## src/rtl/decode_issue_unit_if.sv

```systemverilog
// Fetch->decode stream, per-pipe issue bundle and writeback completion for decode_issue_unit.
interface decode_issue_unit_if #(
    parameter int unsigned p_seq_num_bits = 5
);
    logic                      f_val;
    logic                      f_rdy;
    logic [31:0]               f_inst;
    logic [31:0]               f_pc;
    logic [p_seq_num_bits-1:0] f_seq_num;

    logic [1:0]                x_val;
    logic [1:0]                x_rdy;
    logic [31:0]               x_pc;
    logic [p_seq_num_bits-1:0] x_seq_num;
    logic [3:0]                x_uop;
    logic [4:0]                x_rs1;
    logic [4:0]                x_rs2;
    logic [4:0]                x_rd;
    logic [31:0]               x_imm;
    logic                      x_wen;

    logic                      cmpl_val;
    logic [4:0]                cmpl_rd;
    logic                      cmpl_wen;

    modport master (
        output f_val, f_inst, f_pc, f_seq_num, x_rdy, cmpl_val, cmpl_rd, cmpl_wen,
        input  f_rdy, x_val, x_pc, x_seq_num, x_uop, x_rs1, x_rs2, x_rd, x_imm, x_wen
    );

    modport slave (
        input  f_val, f_inst, f_pc, f_seq_num, x_rdy, cmpl_val, cmpl_rd, cmpl_wen,
        output f_rdy, x_val, x_pc, x_seq_num, x_uop, x_rs1, x_rs2, x_rd, x_imm, x_wen
    );
endinterface

```

## src/rtl/decode_issue_unit.sv

```systemverilog
// In-order decode/issue stage: one-entry decoded holding register plus pending-write scoreboard.
// Define DECODE_ISSUE_CMPL_BYPASS_EN to let same-cycle completions clear hazards.
module decode_issue_unit #(
    parameter int unsigned p_seq_num_bits = 5
) (
    input logic           clk,
    input logic           rst,
    decode_issue_unit_if.slave bus
);
    typedef enum logic [0:0] {StEmpty, StFull} state_e;

    localparam logic [3:0] UopAdd = 4'd0, UopSub = 4'd1, UopAnd = 4'd2, UopOr = 4'd3;
    localparam logic [3:0] UopXor = 4'd4, UopSlt = 4'd5, UopSltu = 4'd6, UopSll = 4'd7;
    localparam logic [3:0] UopSrl = 4'd8, UopSra = 4'd9, UopAuipc = 4'd10, UopMul = 4'd12;
    localparam logic [3:0] UopIllegal = 4'd15;

    localparam logic [6:0] OpcOpImm = 7'b0010011, OpcOp = 7'b0110011;
    localparam logic [6:0] OpcLui = 7'b0110111, OpcAuipc = 7'b0010111;

    state_e                    state_q, state_d;
    logic [31:0]               pc_q, imm_q, pending_q, pending_d;
    logic [p_seq_num_bits-1:0] seq_q;
    logic [3:0]                uop_q;
    logic [4:0]                rs1_q, rs2_q, rd_q;
    logic                      wen_q, pipe_q;

    logic [6:0]  opc, funct7;
    logic [2:0]  funct3;
    logic [31:0] imm_i, imm_sh, imm_u;
    logic [3:0]  dec_uop;
    logic        dec_pipe, dec_legal, use_rs1, use_rs2, use_rd;
    logic [31:0] dec_imm_raw;

    assign opc    = bus.f_inst[6:0];
    assign funct3 = bus.f_inst[14:12];
    assign funct7 = bus.f_inst[31:25];
    assign imm_i  = {{20{bus.f_inst[31]}}, bus.f_inst[31:20]};
    assign imm_sh = {27'd0, bus.f_inst[24:20]};
    assign imm_u  = {bus.f_inst[31:12], 12'd0};

    always_comb begin
        dec_uop     = UopIllegal;
        dec_pipe    = 1'b0;
        dec_imm_raw = '0;
        use_rs1     = 1'b0;
        use_rs2     = 1'b0;
        use_rd      = 1'b0;
        case (opc)
            OpcOpImm: begin
                use_rs1     = 1'b1;
                use_rd      = 1'b1;
                dec_imm_raw = imm_i;
                case (funct3)
                    3'b000: dec_uop = UopAdd;
                    3'b010: dec_uop = UopSlt;
                    3'b011: dec_uop = UopSltu;
                    3'b100: dec_uop = UopXor;
                    3'b110: dec_uop = UopOr;
                    3'b111: dec_uop = UopAnd;
                    3'b001: begin
                        dec_imm_raw = imm_sh;
                        if (funct7 == 7'h00) dec_uop = UopSll;
                    end
                    3'b101: begin
                        dec_imm_raw = imm_sh;
                        if (funct7 == 7'h00)      dec_uop = UopSrl;
                        else if (funct7 == 7'h20) dec_uop = UopSra;
                    end
                endcase
            end
            OpcOp: begin
                use_rs1 = 1'b1;
                use_rs2 = 1'b1;
                use_rd  = 1'b1;
                case (funct7)
                    7'h00: begin
                        case (funct3)
                            3'b000: dec_uop = UopAdd;
                            3'b001: dec_uop = UopSll;
                            3'b010: dec_uop = UopSlt;
                            3'b011: dec_uop = UopSltu;
                            3'b100: dec_uop = UopXor;
                            3'b101: dec_uop = UopSrl;
                            3'b110: dec_uop = UopOr;
                            3'b111: dec_uop = UopAnd;
                        endcase
                    end
                    7'h20: begin
                        if (funct3 == 3'b000)      dec_uop = UopSub;
                        else if (funct3 == 3'b101) dec_uop = UopSra;
                    end
                    7'h01: begin
                        if (funct3 == 3'b000) begin
                            dec_uop  = UopMul;
                            dec_pipe = 1'b1;
                        end
                    end
                    default: ;
                endcase
            end
            OpcLui: begin
                dec_uop     = UopAdd;
                use_rd      = 1'b1;
                dec_imm_raw = imm_u;
            end
            OpcAuipc: begin
                dec_uop     = UopAuipc;
                use_rd      = 1'b1;
                dec_imm_raw = imm_u;
            end
            default: ;
        endcase
    end

    // Illegal encodings carry no register usage so they can never stall or touch the scoreboard.
    assign dec_legal = (dec_uop != UopIllegal);

    logic [4:0] dec_rs1, dec_rs2, dec_rd;
    assign dec_rs1 = (dec_legal && use_rs1) ? bus.f_inst[19:15] : 5'd0;
    assign dec_rs2 = (dec_legal && use_rs2) ? bus.f_inst[24:20] : 5'd0;
    assign dec_rd  = (dec_legal && use_rd) ? bus.f_inst[11:7] : 5'd0;

    logic [31:0] clr_mask, set_mask, pend_eff;
    logic        full, hazard, issue_val, issue_xfer, f_xfer;

    assign clr_mask = (bus.cmpl_val && bus.cmpl_wen && bus.cmpl_rd != 5'd0)
                      ? (32'd1 << bus.cmpl_rd) : 32'd0;
`ifdef DECODE_ISSUE_CMPL_BYPASS_EN
    assign pend_eff = {pending_q[31:1] & ~clr_mask[31:1], 1'b0};
`else
    assign pend_eff = {pending_q[31:1], 1'b0};
`endif

    assign full       = (state_q == StFull);
    assign hazard     = pend_eff[rs1_q] | pend_eff[rs2_q] | (wen_q & pend_eff[rd_q]);
    assign issue_val  = full & ~hazard;
    assign issue_xfer = issue_val & bus.x_rdy[pipe_q];
    assign f_xfer     = bus.f_val & bus.f_rdy;
    assign set_mask   = (issue_xfer && wen_q) ? (32'd1 << rd_q) : 32'd0;
    assign pending_d  = (pending_q & ~clr_mask) | set_mask;

    always_comb begin
        state_d = state_q;
        if (f_xfer)          state_d = StFull;
        else if (issue_xfer) state_d = StEmpty;
    end

    assign bus.f_rdy     = ~full | issue_xfer;
    assign bus.x_val     = issue_val ? (pipe_q ? 2'b10 : 2'b01) : 2'b00;
    assign bus.x_pc      = pc_q;
    assign bus.x_seq_num = seq_q;
    assign bus.x_uop     = uop_q;
    assign bus.x_rs1     = rs1_q;
    assign bus.x_rs2     = rs2_q;
    assign bus.x_rd      = rd_q;
    assign bus.x_imm     = imm_q;
    assign bus.x_wen     = wen_q;

    always_ff @(posedge clk) begin
        if (rst) begin
            state_q   <= StEmpty;
            pending_q <= '0;
            pc_q      <= '0;
            seq_q     <= '0;
            uop_q     <= '0;
            rs1_q     <= '0;
            rs2_q     <= '0;
            rd_q      <= '0;
            imm_q     <= '0;
            wen_q     <= 1'b0;
            pipe_q    <= 1'b0;
        end else begin
            state_q   <= state_d;
            pending_q <= pending_d;
            if (f_xfer) begin
                pc_q   <= bus.f_pc;
                seq_q  <= bus.f_seq_num;
                uop_q  <= dec_uop;
                rs1_q  <= dec_rs1;
                rs2_q  <= dec_rs2;
                rd_q   <= dec_rd;
                imm_q  <= dec_legal ? dec_imm_raw : 32'd0;
                wen_q  <= dec_legal && use_rd && (bus.f_inst[11:7] != 5'd0);
                pipe_q <= dec_pipe;
            end
        end
    end
endmodule

```

## src/flat_wrapper.sv

```systemverilog
// flat-port wrapper written by rule: the top's interface ports become plain ports
module decode_issue_unit_flat 
#(
    parameter int unsigned p_seq_num_bits = 5
)
  (clk, rst, bus_f_val, bus_f_inst, bus_f_pc, bus_f_seq_num, bus_x_rdy, bus_cmpl_val, bus_cmpl_rd, bus_cmpl_wen, bus_f_rdy, bus_x_val, bus_x_pc, bus_x_seq_num, bus_x_uop, bus_x_rs1, bus_x_rs2, bus_x_rd, bus_x_imm, bus_x_wen);
  decode_issue_unit_if #(.p_seq_num_bits(p_seq_num_bits)) bus_i ();
  input logic clk;
  input logic rst;
  input wire logic [$bits(bus_i.f_val)-1:0] bus_f_val;
  input wire logic [$bits(bus_i.f_inst)-1:0] bus_f_inst;
  input wire logic [$bits(bus_i.f_pc)-1:0] bus_f_pc;
  input wire logic [$bits(bus_i.f_seq_num)-1:0] bus_f_seq_num;
  input wire logic [$bits(bus_i.x_rdy)-1:0] bus_x_rdy;
  input wire logic [$bits(bus_i.cmpl_val)-1:0] bus_cmpl_val;
  input wire logic [$bits(bus_i.cmpl_rd)-1:0] bus_cmpl_rd;
  input wire logic [$bits(bus_i.cmpl_wen)-1:0] bus_cmpl_wen;
  output wire logic [$bits(bus_i.f_rdy)-1:0] bus_f_rdy;
  output wire logic [$bits(bus_i.x_val)-1:0] bus_x_val;
  output wire logic [$bits(bus_i.x_pc)-1:0] bus_x_pc;
  output wire logic [$bits(bus_i.x_seq_num)-1:0] bus_x_seq_num;
  output wire logic [$bits(bus_i.x_uop)-1:0] bus_x_uop;
  output wire logic [$bits(bus_i.x_rs1)-1:0] bus_x_rs1;
  output wire logic [$bits(bus_i.x_rs2)-1:0] bus_x_rs2;
  output wire logic [$bits(bus_i.x_rd)-1:0] bus_x_rd;
  output wire logic [$bits(bus_i.x_imm)-1:0] bus_x_imm;
  output wire logic [$bits(bus_i.x_wen)-1:0] bus_x_wen;
  assign bus_i.f_val = bus_f_val;
  assign bus_i.f_inst = bus_f_inst;
  assign bus_i.f_pc = bus_f_pc;
  assign bus_i.f_seq_num = bus_f_seq_num;
  assign bus_i.x_rdy = bus_x_rdy;
  assign bus_i.cmpl_val = bus_cmpl_val;
  assign bus_i.cmpl_rd = bus_cmpl_rd;
  assign bus_i.cmpl_wen = bus_cmpl_wen;
  assign bus_f_rdy = bus_i.f_rdy;
  assign bus_x_val = bus_i.x_val;
  assign bus_x_pc = bus_i.x_pc;
  assign bus_x_seq_num = bus_i.x_seq_num;
  assign bus_x_uop = bus_i.x_uop;
  assign bus_x_rs1 = bus_i.x_rs1;
  assign bus_x_rs2 = bus_i.x_rs2;
  assign bus_x_rd = bus_i.x_rd;
  assign bus_x_imm = bus_i.x_imm;
  assign bus_x_wen = bus_i.x_wen;
  decode_issue_unit #(.p_seq_num_bits(p_seq_num_bits)) u_core (.clk(clk), .rst(rst), .bus(bus_i));
endmodule
```

## config.mk

```make
export PLATFORM = sky130hd
export DESIGN_NAME = decode_issue_unit_flat
export DESIGN_NICKNAME = d
export VERILOG_FILES = /design/src/rtl/decode_issue_unit_if.sv /design/src/rtl/decode_issue_unit.sv /design/src/flat_wrapper.sv
export SDC_FILE = /design/constraint.sdc
export NUM_CORES = 1
export LEC_CHECK = 0
export CAP_MARGIN = 20
export CELL_PAD_IN_SITES_DETAIL_PLACEMENT = 0
export CELL_PAD_IN_SITES_GLOBAL_PLACEMENT = 1
export CORE_ASPECT_RATIO = 1.4
export CORE_MARGIN = 8
export CORE_UTILIZATION = 32
export DETAILED_ROUTE_END_ITERATION = 12
export PLACE_DENSITY = 0.74
export SETUP_SLACK_MARGIN = 0.05
export SYNTH_ARGS = -nofsm -noshare
export SYNTH_HDL_FRONTEND = slang
export SYNTH_SLANG_ARGS = --single-unit
```

## constraint.sdc

```tcl
create_clock -name clk -period 2.82 [get_ports clk]
set_input_delay 0.282 -clock clk [delete_from_list [all_inputs] [get_ports clk]]
set_output_delay 0.282 -clock clk [all_outputs]
set_load 0.005 [all_outputs]
```

==> flow_summary.json <==
{
  "power_density_nw_per_um2": 531,
  "failed_checks": "negative setup slack",
  "crit_arrival_ps": 2610,
  "grt_util_all_layers": 0.198,
  "synthArstFlopShare": 0,
  "fin_crit_ps": 2890,
  "dp_hpwl_um": 17700,
  "max_freq_mhz": 346,
  "synth.cell_area_um2": 6000,
  "root_buffer": "clkbuf_16",
  "path_cells": "mux4_2, mux4_2, nor2_2, a21oi_2, or3_4, buf_6, nor2_1, buf_2",
  "fp.dieW_um": 132,
  "cts_made_buffers": 17,
  "hold_viol_final": 0,
  "holdBufCountCts": 0,
  "fillers": 1754,
  "seqPwrFrac": 0.369,
  "hold_class": "input pin to flop",
  "synth_edf_count": 0,
  "yosysWarnings": 0,
  "worst_slew_pin_slew_ps": 558,
  "drive_gt1_frac": 0.196,
  "cts-htree-levels": 4,
  "cp_max_fo": 5,
  "clockBufferDepth": 2,
  "syn_inst": 655,
  "slowest_stage": "mux4_2",
  "endpoint_kind": "primary output",
  "setup_ws_ps": -73.6,
  "io_pins": 173,
  "numClockSinks": 122,
  "grt_pass1_vias": 6593,
  "cpLargestDelayFamily": "multiplexers",
  "viasPerCell": 5.47,
  "ys.flop_type": "dfxtp_1",
  "syn_avg_cell_area_um2": 9.17,
  "io_buffers": 172,
  "final_cells": 1127,
  "diodes": 0,
  "critPathKind": "flop to primary output",
  "cts.clk_slew.worst_paths_ps": 50,
  "cp.required_ps": 2540,
  "status": "finished with violations",
  "slew_headroom": 0.627,
  "initial_core_util": 0.324,
  "die_area_um2": 23500,
  "start_kind": "flop",
  "tritoncts": "built",
  "vias": 6167,
  "synth.largest_area_cell": "dfxtp_1",
  "rows": 59,
  "grt_pass1_wl_um": 36400,
  "sw_frac_of_total": 0.233,
  "grt-ovfl-total": 0,
  "clock_latency_ps": 420,
  "dp_cells": 1090,
  "report.final.slew_viol_count": 0,
  "synthTopCellsByCount": "dfxtp_1, nor2_1, mux2i_1",
  "rsz0062_at_grt": "yes",
  "synth.distinct_cells": 53,
  "area_delta_synth_final_pct": 55.1,
  "synth_fp_nets": 741,
  "drtPass1Iterations": 5,
  "finalSetupViolCount": 8,
  "core_um2": 18500,
  "critical_path.max_stage_delay_ps": 510,
  "clock-skew-final_ps": 10.2,
  "synth_top_area_share": 0.407,
  "cap_violations": 0,
  "period_share": 1.03,
  "nNetsFinal": 956,
  "synthTopCellsByArea": "dfxtp_1, mux2i_1, nor2_1, mux4_2, o211ai_1",
  "ant_nets": 0,
  "drtIter0Drc": 465,
  "wirelength_um": 23300,
  "pwr-share-comb": 0.137,
  "clkPwrFrac": 0.494,
  "route.detailed.drc": 0,
  "antenna_found_initial": 0,
  "crit_top_cell": "mux4_2",
  "p_leak_nw": 3.54,
  "irDropWorstVdd_mv": 0.405,
  "die_y_um": 178,
  "intPower_w": 0.00380,
  "place_congestion": 0.930,
  "synth-seq-cells": 122,
  "ys_seq_area_frac": 0.407,
  "power.switching_w": 0.00115,
  "finish.utilization": 0.503,
  "worst-path-buf-inv": 2,
  "yosysMostFrequentCell": "dfxtp_1",
  "grt_max_degree": 72,
  "wl_per_cell_um": 20.6
}
## registers in the layout, summed over array words and instances, names as in the netlist
register and count:
u_core.bus.x_imm 32, u_core.bus.x_pc 32, u_core.pending_q 31, u_core.bus.x_rs2 5, u_core.bus.x_rs1 5, u_core.bus.x_seq_num 5
u_core.bus.x_wen 1, u_core.full 1, u_core.pipe_q 1, u_core.bus.x_uop 4, u_core.bus.x_rd 5
## cell type report
type / count / area (um2) / share of cell area
multi-input cells: 466 / 3350 / 0.360
well taps: 244 / 305 / 0.0328
clock inverters: 13 / 215 / 0.0231
flip-flops and latches: 122 / 2450 / 0.263
clock buffers: 19 / 453 / 0.0486
inverters: 10 / 37.5 / 0.00403
repair buffers: 253 / 2500 / 0.268
## kinds of logic (layout without fill, tap and decap cells)
logic type      Yosys count  count (layout)  share of synthesized area
simple gates            201             201                      0.164
compound gates          182             182                      0.209
flops                   122             122                      0.407
mux                      78              78                      0.160
buf+inv                  67             295                     0.0488
fa+ha+maj                 5               5                     0.0104
## power by group through the flow
stage / clock (W) / combinational, W / sequential [W]
3_5_place_dp: 0 / 0.000640 / 0.00186
4_1_cts: 0.00249 / 0.000676 / 0.00183
6_report: 0.00244 / 0.000679 / 0.00183
2_1_floorplan: 0 / 0.000254 / 0.00186
5_1_grt: 0.00257 / 0.000730 / 0.00183
3_3_place_gp: 0 / 0.000632 / 0.00186
## what timing repair did
| item | CTS | global route |
|---|---|---|
| setup endpoints to repair | 97 | 124 |
| gates resized for setup | 33 | 14 |
| buffers inserted | 2 | 1 |
| gates cloned | 2 | 0 |
| pin swaps | 10 | 2 |
## cell usage in the layout, fill, tap and decap left out, types with 5 or more instances in the layout
master           count
mux2i_1             57
a21oi_1             34
nor2b_1              6
a41o_1              16
nand2b_1            12
ha_1                 5
bufinv_16            5
nor3_1               8
o21ai_0             28
buf_4               68
buf_12               6
mux2_2               6
o21ai_1              5
clkdlybuf4s50_1    168
clkbuf_16           17
inv_1               10
dfxtp_1            119
nand3_1             16
nand2_1             28
nor3b_1             15
a31o_2               6
nand3b_1             7
nor2_1              84
mux4_2              14
o21ai_2              9
o311ai_0             7
o211ai_1            26
a211oi_1            22
## metrics by stage
step	setup slack [ps]	TNS (ps)	total power (W)	area (um2)	hold WS [ps]
floorplan	60.3	0	0.00212	6010	411
global placement	-169	-1260	0.00249	8460	452
detailed placement	-208	-1980	0.00250	8460	450
CTS	-120	-706	0.00500	9250	273
global route	-179	-6310	0.00514	9310	297
finish	-73.6	-224	0.00495	9310	286
## worst reg2reg max path, cell delays in order, from the launching register on
cell	delay [ps]
dfxtp_4	390
mux4_2	510
mux4_2	480
nor2_2	120
a21oi_2	50
or3_4	350
buf_6	130
or4_4	580
o22ai_2	170
## metal layers
metal / vias to the layer above / share of wire / track usage
met4: 0 / 0.036 / 0.104
li1: 2865 / - / -
met2: 257 / 0.53 / 0.367
met3: 63 / 0.066 / 0.0623
met1: 2982 / 0.37 / 0.194
met5: - / 0 / 0
## worst paths after layout
kind                                      startpoint                    to  slack (ps)  cells after the start
worst min-delay path                             rst   u_core.bus.x_uop[1]         290                      2
worst max register to register   u_core.bus.x_rs2[0]   u_core.pending_q[8]         -30                      8
worst max-delay path             u_core.bus.x_rs2[0]          bus_x_val[0]         -70                      8
worst min register to register  u_core.bus.x_imm[10]  u_core.bus.x_imm[10]         450                      2
No activity file was read; power rests on OpenSTA's default activity.
